===== config.mk =====
export PLATFORM = sky130hd
export DESIGN_NAME = version_streamer
export DESIGN_NICKNAME = d
export VERILOG_FILES = /design/src/rtl/version_stream_pkg.sv /design/src/rtl/version_streamer_rr_arbiter.sv /design/src/rtl/version_streamer.sv
export SDC_FILE = /design/constraint.sdc
export NUM_CORES = 1
export LEC_CHECK = 0
export ABC_CLOCK_PERIOD_IN_PS = 2500
export CORE_UTILIZATION = 25
export DETAILED_ROUTE_END_ITERATION = 16
export GPL_TIMING_DRIVEN = 0
export SYNTH_ARGS = -nofsm -noshare
export SYNTH_HDL_FRONTEND = slang
export SYNTH_SLANG_ARGS = --single-unit

===== constraint.sdc =====
create_clock -name clk -period 2.5 [get_ports clk]
set_clock_uncertainty 0.05 [all_clocks]
set_input_delay 0.25 -clock clk [delete_from_list [all_inputs] [get_ports clk]]
set_output_delay 0.25 -clock clk [all_outputs]
set_load 0.01 [all_outputs]

===== src/rtl/version_stream_pkg.sv =====
// Shared types and constants for the version byte-stream serialiser.
// Latency: n/a (declarations only).
// Backpressure: n/a.
package version_stream_pkg;

  // Frame sequencing states
  typedef enum logic [2:0] {
    ST_IDLE = 3'd0,
    ST_HDR  = 3'd1,
    ST_DATA = 3'd2,
    ST_CSUM = 3'd3,
    ST_DONE = 3'd4
  } state_t;

  // Payload bytes per frame: upper32 then lower32, both MSB first
  localparam int FRAME_DATA_BYTES = 8;

  // First byte of every frame unless overridden at instantiation
  localparam logic [7:0] DEFAULT_HEADER = 8'hA5;

  // Index width for a requester count; a single requester still needs one bit
  function automatic int idx_width(input int n);
    return (n > 1) ? $clog2(n) : 1;
  endfunction

endpackage


===== src/rtl/version_streamer_rr_arbiter.sv =====
// Round-robin winner select: first set req bit searching from ptr+1, wrapping.
// Latency: purely combinational, zero cycles.
// Backpressure: none; the parent decides when the winner is registered.
module rr_arbiter
  import version_stream_pkg::*;
#(
  parameter int NUM_REQ = 2,
  parameter int IDX_W   = idx_width(NUM_REQ)
) (
  input  logic [NUM_REQ-1:0] req,
  input  logic [IDX_W-1:0]   ptr,
  output logic [NUM_REQ-1:0] win_onehot,
  output logic [IDX_W-1:0]   win_idx
);

  // Scan offsets 1..NUM_REQ so the last winner is considered last
  always_comb begin
    logic             found;
    logic [IDX_W-1:0] cand;
    found      = 1'b0;
    cand       = '0;
    win_onehot = '0;
    win_idx    = '0;
    for (int k = 1; k <= NUM_REQ; k++) begin
      cand = IDX_W'((int'(ptr) + k) % NUM_REQ);
      if (!found && req[cand]) begin
        found            = 1'b1;
        win_onehot[cand] = 1'b1;
        win_idx          = cand;
      end
    end
  end

endmodule


===== src/rtl/version_streamer.sv =====
// Frames {HEADER, upper32, lower32, xor-checksum} to a byte stream for one granted requester.
// Latency: req seen in IDLE at edge N -> gnt and HEADER valid from cycle N+1; 10 stream beats + DONE + IDLE.
// Backpressure: valid/ready; tx_data/tx_valid held while tx_ready is low, no bubbles inside a frame.
module version_streamer
  import version_stream_pkg::*;
#(
  parameter int         NUM_REQ = 2,
  parameter logic [7:0] HEADER  = DEFAULT_HEADER
) (
  input  logic               clk,
  input  logic               rst,
  input  logic [31:0]        version_upper32,
  input  logic [31:0]        version_lower32,
  input  logic [NUM_REQ-1:0] req,
  output logic [NUM_REQ-1:0] gnt,
  output logic               done,
  output logic [7:0]         tx_data,
  output logic               tx_valid,
  input  logic               tx_ready
);

  localparam int IDX_W = idx_width(NUM_REQ);
  localparam logic [2:0] LAST_DATA = 3'(FRAME_DATA_BYTES - 1);

  state_t             state, state_nxt;
  logic [NUM_REQ-1:0] gnt_nxt;
  logic [NUM_REQ-1:0] win_onehot;
  logic [IDX_W-1:0]   win_idx;
  logic [IDX_W-1:0]   ptr, ptr_nxt;
  logic [63:0]        shreg, shreg_nxt;
  logic [7:0]         csum, csum_nxt;
  logic [2:0]         cnt, cnt_nxt;
  logic [7:0]         tx_data_nxt;
  logic               tx_valid_nxt;
  logic               done_nxt;
  logic               accept;
  logic [7:0]         cur_byte;

  assign accept   = tx_valid && tx_ready;
  assign cur_byte = shreg[63:56];

  rr_arbiter #(
    .NUM_REQ (NUM_REQ),
    .IDX_W   (IDX_W)
  ) u_arb (
    .req        (req),
    .ptr        (ptr),
    .win_onehot (win_onehot),
    .win_idx    (win_idx)
  );

  // Next-state and next-output decode; every output is registered below
  always_comb begin
    state_nxt    = state;
    gnt_nxt      = gnt;
    ptr_nxt      = ptr;
    shreg_nxt    = shreg;
    csum_nxt     = csum;
    cnt_nxt      = cnt;
    tx_data_nxt  = tx_data;
    tx_valid_nxt = tx_valid;
    done_nxt     = 1'b0;

    case (state)
      ST_IDLE: begin
        gnt_nxt      = '0;
        tx_valid_nxt = 1'b0;
        if (|req) begin
          // Snapshot versions here so later input changes cannot leak into the frame
          gnt_nxt      = win_onehot;
          ptr_nxt      = win_idx;
          shreg_nxt    = {version_upper32, version_lower32};
          csum_nxt     = '0;
          cnt_nxt      = '0;
          tx_data_nxt  = HEADER;
          tx_valid_nxt = 1'b1;
          state_nxt    = ST_HDR;
        end
      end

      ST_HDR: begin
        if (accept) begin
          tx_data_nxt = cur_byte;
          state_nxt   = ST_DATA;
        end
      end

      ST_DATA: begin
        if (accept) begin
          csum_nxt  = csum ^ cur_byte;
          shreg_nxt = {shreg[55:0], 8'h00};
          cnt_nxt   = cnt + 3'd1;
          if (cnt == LAST_DATA) begin
            // Present the finished checksum straight away to avoid a bubble
            tx_data_nxt = csum ^ cur_byte;
            state_nxt   = ST_CSUM;
          end else begin
            tx_data_nxt = shreg[55:48];
          end
        end
      end

      ST_CSUM: begin
        if (accept) begin
          tx_valid_nxt = 1'b0;
          done_nxt     = 1'b1;
          state_nxt    = ST_DONE;
        end
      end

      ST_DONE: begin
        // gnt stays up through the done cycle and drops on the way back to IDLE
        gnt_nxt   = '0;
        state_nxt = ST_IDLE;
      end

      default: begin
        gnt_nxt      = '0;
        tx_valid_nxt = 1'b0;
        state_nxt    = ST_IDLE;
      end
    endcase
  end

  // State, datapath and registered outputs; reset abandons any frame in flight
  always_ff @(posedge clk or posedge rst) begin
    if (rst) begin
      state    <= ST_IDLE;
      gnt      <= '0;
      ptr      <= IDX_W'(NUM_REQ - 1);
      shreg    <= '0;
      csum     <= '0;
      cnt      <= '0;
      tx_data  <= '0;
      tx_valid <= 1'b0;
      done     <= 1'b0;
    end else begin
      state    <= state_nxt;
      gnt      <= gnt_nxt;
      ptr      <= ptr_nxt;
      shreg    <= shreg_nxt;
      csum     <= csum_nxt;
      cnt      <= cnt_nxt;
      tx_data  <= tx_data_nxt;
      tx_valid <= tx_valid_nxt;
      done     <= done_nxt;
    end
  end

endmodule


Yosys cells after proc, flatten, opt, wreduce, memory -nomap -nowiden:

Cells that the tools add are included.

* register bits after elaboration: 91
* logic and storage cells: 85

* add/subtract/negate cells: 3
* order comparisons: 4
* eq/ne operators: 10
* mux-type cells: 40
* bitwise logic cells: 3
* reductions and logical operators: 16

Operators by type and width (number)
* $mux 64: 2
* $pmux 64 s2: 1
* $mux 8: 6
* $pmux 8 s3: 1
* $mux 3: 7
* $pmux 8 s2: 1
* $mux 1: 13
* $pmux 3 s4: 1
* $ne 2x2->1 const B: 5
* $xor 8x8->8: 1
* $eq 3x2->1 const B: 2
* $eq 3x3->1 const B: 2
* $mux 2: 3
* $pmux 3 s2: 1
* $reduce_or 3->1: 2
* $reduce_and 5->1: 1
* $logic_and 1x1->1: 4
* $lt 1x2->1 const B: 2
* $pmux 2 s2: 1
* $reduce_and 2->1: 2
* $reduce_and 4->1: 1
* $add 3x1->3 const B: 1
* $eq 3x1->1 const B: 1
* $logic_not 3->1: 1
* other kinds (11): 14

Depth between registers and ports, before layout:

* word-level depth: 10
* gate-level depth with buffers: 8
* mapped depth without buffers: 6

By module:

A second synthesis with hierarchy kept.

* cells, all modules: 490
* area total of the unflattened synthesis: 4311.6 µm²

Modules (own cells, without submodules)
* version_streamer: times used 1, cells each 486, area each 4285.4 µm², sequential area each 2278.4 µm²
* rr_arbiter: times used 1, cells each 4, area each 26.3 µm², sequential area each 0.0 µm²

Worst setup path after synthesis:

Ideal clock, no wire load.

* path kind: reg2reg
* start point: register cnt[0]
* end point: register tx_data[1]
* setup time: 0.125 ns
* arrival: 1.643 ns
* slack: 0.683 ns
* cell stages (with the launch flop): 8
* period minus slack after synthesis: 1.817 ns
* cells stage by stage: dfrtp_1 ha_1 ha_1 clkbuf_1 nand3b_1 o21ai_0 a32o_1 mux2_2

* cells in the longest elaborated chain, start to end: 4

RTL lines
* from (decl): RTL line version_streamer.sv:32 `logic [2:0] cnt, cnt_nxt;`
* from (signal assigned): RTL line version_streamer.sv:143 `cnt <= cnt_nxt;`
* $eq 3x3->1: RTL line version_streamer.sv:93 `if (cnt == LAST_DATA) begin`
* $mux 8: RTL line version_streamer.sv:93
* $mux 8: RTL line version_streamer.sv:89 `if (accept) begin`
* $pmux 8 s3: RTL line version_streamer.sv:64 `case (state)`
* to (signal assigned): RTL line version_streamer.sv:144 `tx_data <= tx_data_nxt;`
* to (decl): RTL line version_streamer.sv:17 `output logic [7:0] tx_data,`

No other way between the ends. The select of a mux whose other input is x is not followed.
A chain may end at the register's enable or synchronous reset.

Worst setup path in the final report:

* start point: register state[0]
* end point: register shreg[62]

* cells in the longest elaborated chain, start to end: 3

RTL lines
* from (decl): RTL line version_streamer.sv:25 `state_t state, state_nxt;`
* from (signal assigned): RTL line version_streamer.sv:138 `state <= state_nxt;`
* $eq 3x2->1 or $logic_not 3->1 (tied branches): RTL line version_streamer.sv:64
* $ne 2x2->1 (no source line) or $reduce_bool 2->1 (tied branches)
* $reduce_and 3->1 (no source line)
* to (signal assigned): RTL line version_streamer.sv:141 `shreg <= shreg_nxt;`
* to (decl): RTL line version_streamer.sv:30 `logic [63:0] shreg, shreg_nxt;`

Parallel ways exist; a longest one is shown, timed or not.

==> qor.yml <==
grt_overflow: 0
grt_max_degree: 43
startpoint_type: "flop"
postCtsSetupBuffers: 0
power_mw: 7.15
diodes: 0
synth_area_sq_um: 4290
crit_required_ps: 2710
setup_slack_ps: 189
nFillCells: 1773
layout-drive-gt1-share: 0.0872
grt_pass1_wl_mm: 19.5
slew_viol_final: 0
cts_hold_buf: 0
setup_tns_ps: 0
area_growth_pct: 33.2
finalSetupViolations: 0
seq_power_share: 0.376
startpoint: "state[0]"
route.vias.total: 3879
synth_ff_type: "dfrtp_1"
grt-busiest-layer: "met2"
synth.ff_latch_count: 91
syn_inst: 487
combPwrFrac: 0.431
die_h_um: 133
crit_path_end_kind: "flop"
port_buffers: 80
numCtsBuffers: 9
vdd_ir_drop_max_mv: 0.396
synthDistinctLibCells: 33
io_pins: 81
first_iter_violations: 239
p_leak_nw: 2.38
route.detailed.drc: 0
p_sw_mw: 2.86
postRouteAntennaNets: 0
cts.repair.resized: 0
gp_congestion: 0.808
ff2ff_path_depth: 6
htree_levels: 3
gr-usage-met1: 0.186
rr_endpoint: "shreg[62]"
grt_usage: 0.143
dieArea_sq_um: 17700
via_per_inst: 4.82
p_sw_frac: 0.399
cts_tree: "built"
hold_viol: 0
cellPowerDensity_nw_per_um2: 1250
dr.pass1.iters: 5
seq_area_frac_synth: 0.531
fmax_mhz: 433
avgRoutedWirePerCell_um: 15.0
clk_path_buf_depth: 2
core_area_sq_um: 16700
yosysWarnings: 0
layout_commonest_cell: "nand2_1"
ys_async_sr_fraction: 1.00
final_cell_mix: "nand2_1, dfrtp_1, clkdlybuf4s50_1"
met3_usage: 0.0303
cts_root_buf: "clkbuf_16"
rsz0062_at_grt: "no"
post-dp-hpwl_mm: 9.13
internal_power_mw: 4.29
hold_path_class: "input pin to asynchronous set/reset pin"
reg2reg_from: "state[0]"
preCtsSetupSlack_ps: 169
rrSetupSlack_ps: 190
first_global_vias: 3883
final.period_utilization: 0.924
stdcell_count: 805
avgSynthCellArea_sq_um: 8.82
num_rows: 47
status: "complete, no violations"
drv_cap: 0
synth_edf_count: 0
chipWidth_um: 133
routed_wl_mm: 12.1
crit_type: "flop to flop"
finish.net_count: 651
relSlewSlack: 0.565
cts.sinks: 91
syn-num-nets: 558
dp_cells: 789
antenna_found_initial: 0
use_met2: 0.235
insertion_delay_ps: 350
clk_pin_slew_ps: 60
period_needed_ps: 2310
initial_core_util: 0.257
p_clk_frac: 0.193
crit_path_max_fanout: 10
tightest_slew_ps: 650
critical_path.endpoint: "shreg[62]"
worstPathArrival_ps: 2520
logic make-up after synthesis:
group           share of synthesized area
buf+inv                            0.0425
simple gates                        0.214
compound gates                      0.170
flops                               0.531
fa+ha+maj                         0.00583
mux                                0.0329
xor+xnor                          0.00408
synth_stat cells (all sizes together) (2+ instances only):
master	count	area, sq um
buf	20	111
a31oi	56	350
nor3b	2	15.0
inv	7	26.3
a32o	4	40.0
a22o	8	70.1
mux2	9	101
nand3	5	25.0
nand3b	5	37.5
mux2i	4	40.0
nor2b	7	43.8
o22ai	6	51.3
nand2b	3	18.8
ha	2	25.0
o21ai	34	170
clkbuf	12	45.0
nand2	130	488
dfrtp	90	2250
nor2	71	269
a21oi	3	15.0
critical path, stage by stage, from the launching register on:
cell and delay [ps]:
dfrtp_1 430, nand2b_1 290, nor2_1 550, buf_2 320
buf_2 310, nand2_1 90, a31oi_1 180
final cells by class:
| cell class | instances | area [sq um] | area share |
|---|---|---|---|
| inverter | 7 | 30.0 | 0.00525 |
| clock buffer | 9 | 225 | 0.0394 |
| buffer | 32 | 156 | 0.0274 |
| tap | 220 | 275 | 0.0481 |
| sequential | 91 | 2280 | 0.398 |
| timing repair buffer | 82 | 841 | 0.147 |
| multi-input combinational | 357 | 1830 | 0.321 |
| clock inverter | 7 | 78.8 | 0.0138 |
registers in the layout, summed over array words and instances, names as in the netlist:
register  cells
state         3
tx_data       8
ptr           1
done          1
tx_valid      1
cnt           3
shreg        64
gnt           2
csum          8
metrics by stage:
| stage | hold slack [ps] | util | area [sq um] |
|---|---|---|---|
| finish | 226 | 0.342 | 5720 |
| global route | 262 | 0.342 | 5720 |
| CTS | 229 | 0.342 | 5720 |
| detailed placement | 430 | 0.324 | 5410 |
| global placement | 413 | 0.322 | 5370 |
| floorplan | 339 | - | 4300 |
worst min path at each step:
stage               startpoint  endpoint  slack [ps]  cells after the start
floorplan               req[1]       ptr         340                      2
global placement        cnt[2]    cnt[2]         410                      2
detailed placement      cnt[1]    cnt[1]         430                      2
CTS                        rst    gnt[1]         230                      2
global route               rst    gnt[1]         260                      2
finish                     rst    gnt[1]         230                      2
metal layers:
layer | vias up | part of all wire
met1 | 1899 | 0.45
met3 | 15 | 0.052
li1 | 1853 | -
met4 | 0 | 0.016
met2 | 112 | 0.48
met5 | - | 0
power by group through the flow:
stage	registers, mW	clock network (mW)	logic, mW
after global routing	2.78	1.45	3.46
final	2.69	1.38	3.08
after global placement	2.66	0	3.02
after floorplan	2.59	0	2.15
after CTS	2.68	1.41	3.12
after detailed placement	2.70	0	3.12
Power figures use the tool's default switching activity.
